`config.mk`:
```
export PLATFORM = sky130hd
export DESIGN_NAME = led_display_queue
export DESIGN_NICKNAME = d
export VERILOG_FILES = /design/src/rtl/led_display_queue_pkg.sv /design/src/rtl/led_display_queue_fifo_sync.sv /design/src/rtl/led_display_queue.sv
export SDC_FILE = /design/constraint.sdc
export NUM_CORES = 1
export LEC_CHECK = 0
export BUFFER_PORTS_ARGS = -buffer_cell sky130_fd_sc_hd__buf_4
export CAP_MARGIN = 20
export CELL_PAD_IN_SITES_DETAIL_PLACEMENT = 1
export CELL_PAD_IN_SITES_GLOBAL_PLACEMENT = 1
export CORE_MARGIN = 1
export CORE_UTILIZATION = 45
export DETAILED_ROUTE_END_ITERATION = 8
export PLACE_DENSITY = 0.84
export SYNTH_ARGS = -nofsm -noshare
export SYNTH_HDL_FRONTEND = slang
export SYNTH_SLANG_ARGS = --single-unit
export TNS_END_PERCENT = 10
```
`constraint.sdc`:
```
create_clock -name Clock -period 3.8 [get_ports Clock]
set_clock_uncertainty 0.1 [all_clocks]
set_input_delay 0 -clock Clock [delete_from_list [all_inputs] [get_ports Clock]]
set_output_delay 0 -clock Clock [all_outputs]
set_load 0.01 [all_outputs]
```
`src/rtl/led_display_queue_pkg.sv`:
```
// Shared definitions for the mini ALU slice: opcodes plus the LED display
// queue state encodings and default hold time.
package led_display_queue_pkg;

  localparam logic [3:0] OP_ADD = 4'h0;
  localparam logic [3:0] OP_SUB = 4'h1;
  localparam logic [3:0] OP_AND = 4'h2;
  localparam logic [3:0] OP_OR  = 4'h3;
  localparam logic [3:0] OP_LED = 4'hF;

  localparam logic [0:0] LDQ_IDLE = 1'b0;
  localparam logic [0:0] LDQ_HOLD = 1'b1;

  localparam int LDQ_DEFAULT_HOLD_CYCLES = 25000000;
  localparam int LDQ_DATA_WIDTH          = 8;

endpackage

```
`src/rtl/led_display_queue_fifo_sync.sv`:
```
// Small synchronous circular FIFO. The caller decides when a push or pop is
// legal; this block trusts iPush/iPop and only keeps storage, pointers and count.
import led_display_queue_pkg::*;

module fifo_sync #(
  parameter int DEPTH      = 4,
  parameter int ADDR_WIDTH = 2,
  parameter int DATA_WIDTH = LDQ_DATA_WIDTH
) (
  input  logic                  Clock,
  input  logic                  Reset,
  input  logic                  iPush,
  input  logic                  iPop,
  input  logic [DATA_WIDTH-1:0] iData,
  output logic [DATA_WIDTH-1:0] oData,
  output logic [ADDR_WIDTH:0]   oCount
);

  logic [DATA_WIDTH-1:0] mem [DEPTH];
  logic [ADDR_WIDTH-1:0] wrPtr;
  logic [ADDR_WIDTH-1:0] rdPtr;
  logic [ADDR_WIDTH:0]   count;

  always_ff @(posedge Clock) begin
    if (Reset) begin
      wrPtr <= '0;
      rdPtr <= '0;
      count <= '0;
    end else begin
      if (iPush) wrPtr <= wrPtr + 1'b1;
      if (iPop)  rdPtr <= rdPtr + 1'b1;
      case ({iPush, iPop})
        2'b10:   count <= count + 1'b1;
        2'b01:   count <= count - 1'b1;
        default: count <= count;
      endcase
    end
  end

  // Storage is not reset; stale entries are unreachable once the pointers clear.
  always_ff @(posedge Clock) begin
    if (!Reset && iPush) mem[wrPtr] <= iData;
  end

  assign oData  = mem[rdPtr];
  assign oCount = count;

endmodule

```
`src/rtl/led_display_queue.sv`:
```
// Buffers ALU LED writes and shows each one on the board LEDs for HOLD_CYCLES
// cycles, so bursts of LED instructions stay visible to a human.
import led_display_queue_pkg::*;

module led_display_queue #(
  parameter int DEPTH         = 4,
  parameter int ADDR_WIDTH    = 2,
  parameter int HOLD_CYCLES   = LDQ_DEFAULT_HOLD_CYCLES,
  parameter int COUNTER_WIDTH = 25
) (
  input  logic       Clock,
  input  logic       Reset,
  input  logic       iWriteEnable,
  input  logic [7:0] iData,
  output logic [7:0] oLed,
  output logic       oEmpty,
  output logic       oFull,
  output logic       oBusy,
  output logic       oOverflow
);

  localparam logic [ADDR_WIDTH:0]    FULL_COUNT  = (ADDR_WIDTH + 1)'(DEPTH);
  localparam logic [COUNTER_WIDTH-1:0] HOLD_RELOAD = COUNTER_WIDTH'(HOLD_CYCLES - 1);

  logic [0:0]               state;
  logic [COUNTER_WIDTH-1:0] holdCount;
  logic [ADDR_WIDTH:0]      count;
  logic [7:0]               headData;
  logic                     holdDone;
  logic                     pop;
  logic                     pushAccept;

  // Write interface: iWriteEnable is a one-cycle strobe with no ready/backpressure.
  // A strobe is taken when there is room, or when the head leaves at the same
  // edge; otherwise the byte is dropped and oOverflow latches until Reset.
  always_comb begin
    holdDone   = (state == LDQ_IDLE) || (holdCount == '0);
    pop        = holdDone && (count != '0);
    pushAccept = iWriteEnable && ((count != FULL_COUNT) || pop);
  end

  fifo_sync #(
    .DEPTH      (DEPTH),
    .ADDR_WIDTH (ADDR_WIDTH),
    .DATA_WIDTH (8)
  ) u_fifo (
    .Clock  (Clock),
    .Reset  (Reset),
    .iPush  (pushAccept),
    .iPop   (pop),
    .iData  (iData),
    .oData  (headData),
    .oCount (count)
  );

  always_ff @(posedge Clock) begin
    if (Reset) begin
      state     <= LDQ_IDLE;
      holdCount <= '0;
      oLed      <= 8'h00;
      oOverflow <= 1'b0;
    end else begin
      if (iWriteEnable && !pushAccept) oOverflow <= 1'b1;
      if (pop) begin
        oLed      <= headData;
        holdCount <= HOLD_RELOAD;
        state     <= LDQ_HOLD;
      end else if (state == LDQ_HOLD) begin
        if (holdCount != '0) holdCount <= holdCount - 1'b1;
        else                 state     <= LDQ_IDLE;
      end
    end
  end

  assign oEmpty = (count == '0);
  assign oFull  = (count == FULL_COUNT);
  assign oBusy  = (state == LDQ_HOLD);

endmodule

```
# --- After elaboration in Yosys (flattened, before gate mapping) ---
# Memory sizes are Yosys's and may differ from the RTL's. A register that Yosys moved wholly into a read port is not among the register bits.
# Cells that the tools add are included.
totals:
  in_bits: 11
  reg_bits: 34
  memories: 1
  elab_cells: 45
  ramBits: 32
  out_inout_bits: 12
op_classes:
  bitwise_logic: 1
  n_eq_ne: 4
  n_reduce_logical: 18
  add_sub_neg: 5
  n_mux: 9
memory_table:
  columns: ["name", "words", "width", "read_ports", "rd_ports_with_merged_regs", "wr", "line", "source"]
  rows:
  - ["u_fifo.mem", 4, 8, 1, 1, 1, "led_display_queue_fifo_sync.sv:19", "logic [DATA_WIDTH-1:0] mem [DEPTH];"]
ops:
  columns: ["cell", "n"]
  rows:
  - ["$mux W25", 3]
  - ["$logic_not A25 Y1", 1]
  - ["$reduce_bool A25 Y1", 1]
  - ["$sub A25 B1 Y25 const B", 1]
  - ["$pmux W3 S2", 1]
  - ["$reduce_bool A2 Y1", 3]
  - ["$mux W1", 5]
  - ["$add A2 B1 Y2 const B", 2]
  - ["$logic_and A1 B1 Y1", 4]
  - ["$reduce_and A2 Y1", 2]
  - ["$add A3 B1 Y3 const B", 1]
  - ["$eq A3 B3 Y1 const B", 1]
  - ["$logic_not A3 Y1", 1]
  - ["$ne A3 B3 Y1 const B", 1]
  - ["$reduce_bool A3 Y1", 1]
  - ["$sub A3 B1 Y3 const B", 1]
  - ["$eq A2 B1 Y1 const B", 1]
  - ["$eq A2 B2 Y1 const B", 1]
  - ["$logic_not A1 Y1", 2]
  - ["$logic_or A1 B1 Y1", 2]
  - ["$reduce_or A2 Y1", 1]
  - ["$not A1 Y1", 1]

# --- Depth between registers and ports, before layout ---
depth:
  depth_word: 8
  mapped_depth: 13
  depth_no_buf: 11

# --- By module ---
# A second synthesis with hierarchy kept.
unflattened:
  cells_unflattened: 314
  area_unflattened_um2: 3433.3
modules_own_cells:
  columns: ["mod", "seq_area_each_um2", "area_each_um2", "instances", "cells_each"]
  rows:
  - ["led_display_queue", 700.7, 1858.0, 1, 230]
  - ["fifo_sync", 1141.1, 1575.3, 1, 84]

# --- Worst setup path after synthesis ---
# No wires, ideal clock.
synth_timing:
  kind: "register to register"
  from: "register holdCount[6]"
  to: "register u_fifo.count[2], in the netlist u_fifo.oCount[2]"
  t_required_ns: 3.577
  t_arrival_ns: 3.166
  path_buffers: 3
  slack_ns: 0.411
  period_less_slack_ns: 3.389
  setup_time_ns: 0.123
  stages_incl_launch_ff: 12
  path_cell_list: "dfxtp_1 or4_1 buf_2 or3_1 buf_2 o21ai_1 buf_2 nand2_1 fa_1 or3_1 o211ai_1 mux2_1"
synth_between:
  elab_chain_cells: 7
  word_cells_on_any_way: 9
  cone_classes: "2 x eq/ne; 1 x mux; 6 x reduce/logical"
synth_rtl:
  columns: ["item", "line", "source"]
  rows:
  - ["start: declaration", "led_display_queue.sv:26", "logic [COUNTER_WIDTH-1:0] holdCount;"]
  - ["start signal: assignment", "led_display_queue.sv:69", "if (holdCount != '0) holdCount <= holdCount - 1'b1;"]
  - ["$logic_not A25 Y1 (*)", "led_display_queue.sv:37", "holdDone = (state == LDQ_IDLE) || (holdCount == '0);"]
  - ["$logic_or A1 B1 Y1 (*)", "led_display_queue.sv:37", null]
  - ["$logic_and A1 B1 Y1 (*)", "led_display_queue.sv:38", "pop = holdDone && (count != '0);"]
  - ["$logic_or A1 B1 Y1", "led_display_queue.sv:39", "pushAccept = iWriteEnable && ((count != FULL_COUNT) || pop);"]
  - ["$logic_and A1 B1 Y1", "led_display_queue.sv:39", null]
  - ["$eq A2 B1 Y1 / $eq A2 B2 Y1 (equally long branches)", "led_display_queue_fifo_sync.sv:32", "case ({iPush, iPop})"]
  - ["$pmux W3 S2 / $reduce_bool A2 Y1 (equally long branches)", null, null]
  - ["end signal: assignment", "led_display_queue_fifo_sync.sv:33", "2'b10: count <= count + 1'b1;"]
  - ["end signal: assignment", "led_display_queue_fifo_sync.sv:34", "2'b01: count <= count - 1'b1;"]
  - ["end signal: assignment", "led_display_queue_fifo_sync.sv:35", "default: count <= count;"]
  - ["end: declaration", "led_display_queue_fifo_sync.sv:22", "logic [ADDR_WIDTH:0] count;"]
# Every way passes the cells marked *; elsewhere a longest branch is shown, timed or not.
# A chain may end at the register's enable or synchronous reset.

# --- Final worst setup path ---
# Same ends and word-level chain as after synthesis.

==> flow_metrics.env <==
export IMPL_status="completed"
export IMPL_start_util_pct=47.5
export IMPL_drtIter0Drc=76
export IMPL_synth_largest_area_cell="edfxtp_1"
export IMPL_slowest_stage="or4_1"
export IMPL_synth_fp_nets=311
export IMPL_num_antenna_cells=0
export IMPL_p_leak_uw=0.00137
export IMPL_period_minus_slack_ns=3.19
export IMPL_wl_per_cell_um=19.1
export IMPL_routed_wl_um=8090
export IMPL_hpwlAfterDp_um=4940
export IMPL_core_sq_um=6910
export IMPL_grt_max_degree=37
export IMPL_antenna_found_initial=0
export IMPL_drtAntennaViolNets=0
export IMPL_rr_worst_depth=8
export IMPL_powerDensity_nw_per_um2=769
export IMPL_ios=23
export IMPL_finalHoldViolCount=0
export IMPL_clock_sinks=74
export IMPL_setup_viol=0
export IMPL_fmax_mhz=314
export IMPL_cts_made_buffers=9
export IMPL_cts_tree="done"
export IMPL_path_clk_slew_ns=0.09
export IMPL_r2r_setup_slack_ns=0.61
export IMPL_rows=30
export IMPL_crit_buf_inv=0
export IMPL_clock_latency_ns=0.36
export IMPL_crit_chain="or4_1 > or3_1 > o21ai_1 > nand2_1 > fa_1 > or3_1 > o211ai_1 > mux2_1"
export IMPL_h_tree_depth=3
export IMPL_setup_tns_ns=0
export IMPL_syn_to_final_growth_pct=17.1
export IMPL_synth_async_sr_flop_share_pct=0
export IMPL_path_max_fanout=7
export IMPL_place_area_sq_um=3520
export IMPL_setup_ws_ns=0.612
export IMPL_synth_edf_count=32
export IMPL_die_h_um=87.4
export IMPL_tightestPinTransition_ns=0.693
export IMPL_ys_seq_area_share_pct=54.9
export IMPL_cp_endpoint="u_fifo.oCount[2]$_SDFFE_PP0P_"
export IMPL_place_ws_ns=0.626
export IMPL_layout_drive_gt1_share_pct=18.3
export IMPL_synth_area_leaders="edfxtp_1 29%, dfxtp_1 26%, mux4_2 5.5%"
export IMPL_track_usage_pct=23.6
export IMPL_ir_worst_vdd_uv=467
export IMPL_overflow=0
export IMPL_rsz0062_at_grt="false"
export IMPL_fin_nets=341
export IMPL_grt_pass1_wl_um=13200
export IMPL_final_max_slew_viol_count=0
export IMPL_cts_root_buf="clkbuf_8"
export IMPL_crit_path_end_kind="flip-flop"
export IMPL_cp_start_kind="flip-flop"
export IMPL_syn_avg_cell_area_sq_um=11.2
export IMPL_finalCritPeriodShare_pct=83.9
export IMPL_die_area_sq_um=7640
export IMPL_r2r_start="holdCount[6]$_SDFFE_PP0P_"
export IMPL_routabilityCongestion=0.706
export IMPL_slowest_delay_ns=0.65
export IMPL_synthFlopType="dfxtp_1"
export IMPL_vias=2447
export IMPL_path_class="reg -> reg"
export IMPL_die_w_um=87.4
export IMPL_synth_seq_cells=74
export IMPL_synth_top_area_share_pct=29.3
export IMPL_crit_cells=8
export IMPL_final_area_sq_um=3840
export IMPL_hold_path_class="in -> reg"
export IMPL_post_route_drc_count=0
export IMPL_crit_arrival_ns=3.34
export IMPL_required_ns=3.95
export IMPL_crit_top_cell="or3_1"
export IMPL_drv_cap=0
export IMPL_numPortBuffers=22
export IMPL_cp_top_family="simple AND/OR/NAND/NOR gates"
export IMPL_synthCells=293
export IMPL_avgViaCountPerCell=5.77
export IMPL_critPathLaunch="holdCount[6]$_SDFFE_PP0P_"
export IMPL_synth_cell_types=51
export IMPL_fin_util_pct=55.6
export IMPL_yosysWarnings=0
export IMPL_netlist_area_sq_um=3280
export IMPL_max_slew_margin_pct=53.8
export IMPL_grt_pass1_vias=2640
export IMPL_dr_pass1_iters=4
export IMPL_clk_path_buf_depth=2
export IMPL_r2r_end="u_fifo.oCount[2]$_SDFFE_PP0P_"
==> flip-flops by register name, indices dropped and copies added, names as in the netlist <==
name	flops
u_fifo.wrPtr	2
u_fifo.oCount	3
holdCount	25
u_fifo.mem	32
oBusy	1
u_fifo.rdPtr	2
oOverflow	1
oLed	8
==> per-stage QoR <==
| step | hold WS [ns] | std cells | power [uW] |
|---|---|---|---|
| floorplan | -0.00113 | 293 | 1930 |
| global placement | 0.0994 | 397 | 2220 |
| detailed placement | 0.103 | 397 | 2270 |
| CTS | 0.271 | 424 | 2950 |
| global route | 0.281 | 424 | 3130 |
| finish | 0.292 | 424 | 2950 |
==> worst register-to-register path, cell delays in order, from the launching register on <==
cell and delay (ns):
dfxtp_1 0.34, or4_1 0.65, or3_1 0.46, o21ai_1 0.22, nand2_1 0.09, fa_1 0.42
or3_1 0.36, o211ai_1 0.11, mux2_1 0.34
==> power breakdown <==
part | switching (uW) | internal, uW | leakage [uW]
clock network | 334 | 316 | 0.000103
logic | 659 | 468 | 0.000631
registers | 177 | 1000 | 0.000637
==> cell usage in the layout, fill, tap and decap left out, drive strengths merged, types with 2 or more instances in the layout <==
master | synthesis | layout
dfxtp | 42 | 42
edfxtp | 32 | 32
buf | 6 | 28
a21oi | 26 | 26
o21ai | 18 | 18
nor2 | 16 | 16
inv | 11 | 15
nand3 | 12 | 12
nor3 | 11 | 11
dlygate4sd3 | 0 | 11
xor2 | 10 | 10
or3 | 9 | 9
clkbuf | 14 | 9
o211ai | 8 | 8
mux4 | 8 | 8
nand4 | 6 | 6
nand2 | 6 | 6
ha | 6 | 6
or4 | 6 | 6
and2 | 4 | 4
a31oi | 4 | 4
and3 | 3 | 3
xnor2 | 3 | 3
o31ai | 3 | 3
a211oi | 3 | 3
mux2 | 3 | 3
o21a | 2 | 2
mux2i | 2 | 2
nor2b | 2 | 2
a221oi | 2 | 2
a311oi | 2 | 2
clkinv | 1 | 2
nor4 | 2 | 2
==> repair_timing <==
item | CTS | global route
endpoints found under the hold margin | 52 | 0
buffers inserted | 0 | 0
hold buffers | 11 | 0
gates resized for setup | 0 | 0
==> cell families after synthesis <==
group	Yosys count	synth area share, %
and+or+nand+nor	81	13.6
DFF	74	54.9
buffers and inverters	32	4.00
adders and majority gates	7	2.90
xor gates and xnor gates	13	3.47
AOI/OAI and AO/OA	73	14.0
muxes	13	7.13
==> routing by layer <==
metal | track usage (%) | wire length (um)
met4 | 8.79 | 217
met1 | 27.7 | 3420
met5 | 0 | 0
met3 | 6.35 | 244
met2 | 41.1 | 4200
==> layout make-up <==
| cell class | instances | area, sq um |
|---|---|---|
| fillers | 736 | 3060 |
| flip-flops and latches | 74 | 1800 |
| multi-input cells | 187 | 1350 |
| repair buffers | 39 | 320 |
| clock buffers | 9 | 124 |
| well taps | 96 | 120 |
| clock inverters | 7 | 83.8 |
| inverters | 12 | 45.0 |
==> worst min-delay path by stage <==
stage,start,endpoint,slack (ns),depth (start not counted)
finish,iData[6],u_fifo.mem[1][6]$_DFFE_PP_,0.29,2
detailed placement,iData[2],u_fifo.mem[3][2]$_DFFE_PP_,0.10,1
floorplan,iData[0],u_fifo.mem[0][0]$_DFFE_PP_,-0.001,0
global placement,iData[4],u_fifo.mem[3][4]$_DFFE_PP_,0.1,1
global route,iData[4],u_fifo.mem[1][4]$_DFFE_PP_,0.28,2
CTS,iData[2],u_fifo.mem[3][2]$_DFFE_PP_,0.27,2
==> synth_stat cells (all sizes together) (3+ instances only) <==
| cell | number |
|---|---|
| o31ai | 3 |
| and2 | 4 |
| nand4 | 6 |
| o21ai | 18 |
| nand2 | 6 |
| mux2 | 3 |
| nor2 | 16 |
| or3 | 9 |
| edfxtp | 32 |
| ha | 6 |
| or4 | 6 |
| a211oi | 3 |
| nand3 | 12 |
| clkbuf | 14 |
| xor2 | 10 |
| dfxtp | 42 |
| a21oi | 26 |
| buf | 6 |
| inv | 11 |
| nor3 | 11 |
| and3 | 3 |
| xnor2 | 3 |
| a31oi | 4 |
| mux4 | 8 |
| o211ai | 8 |
No activity file was read; power rests on OpenSTA's default activity.
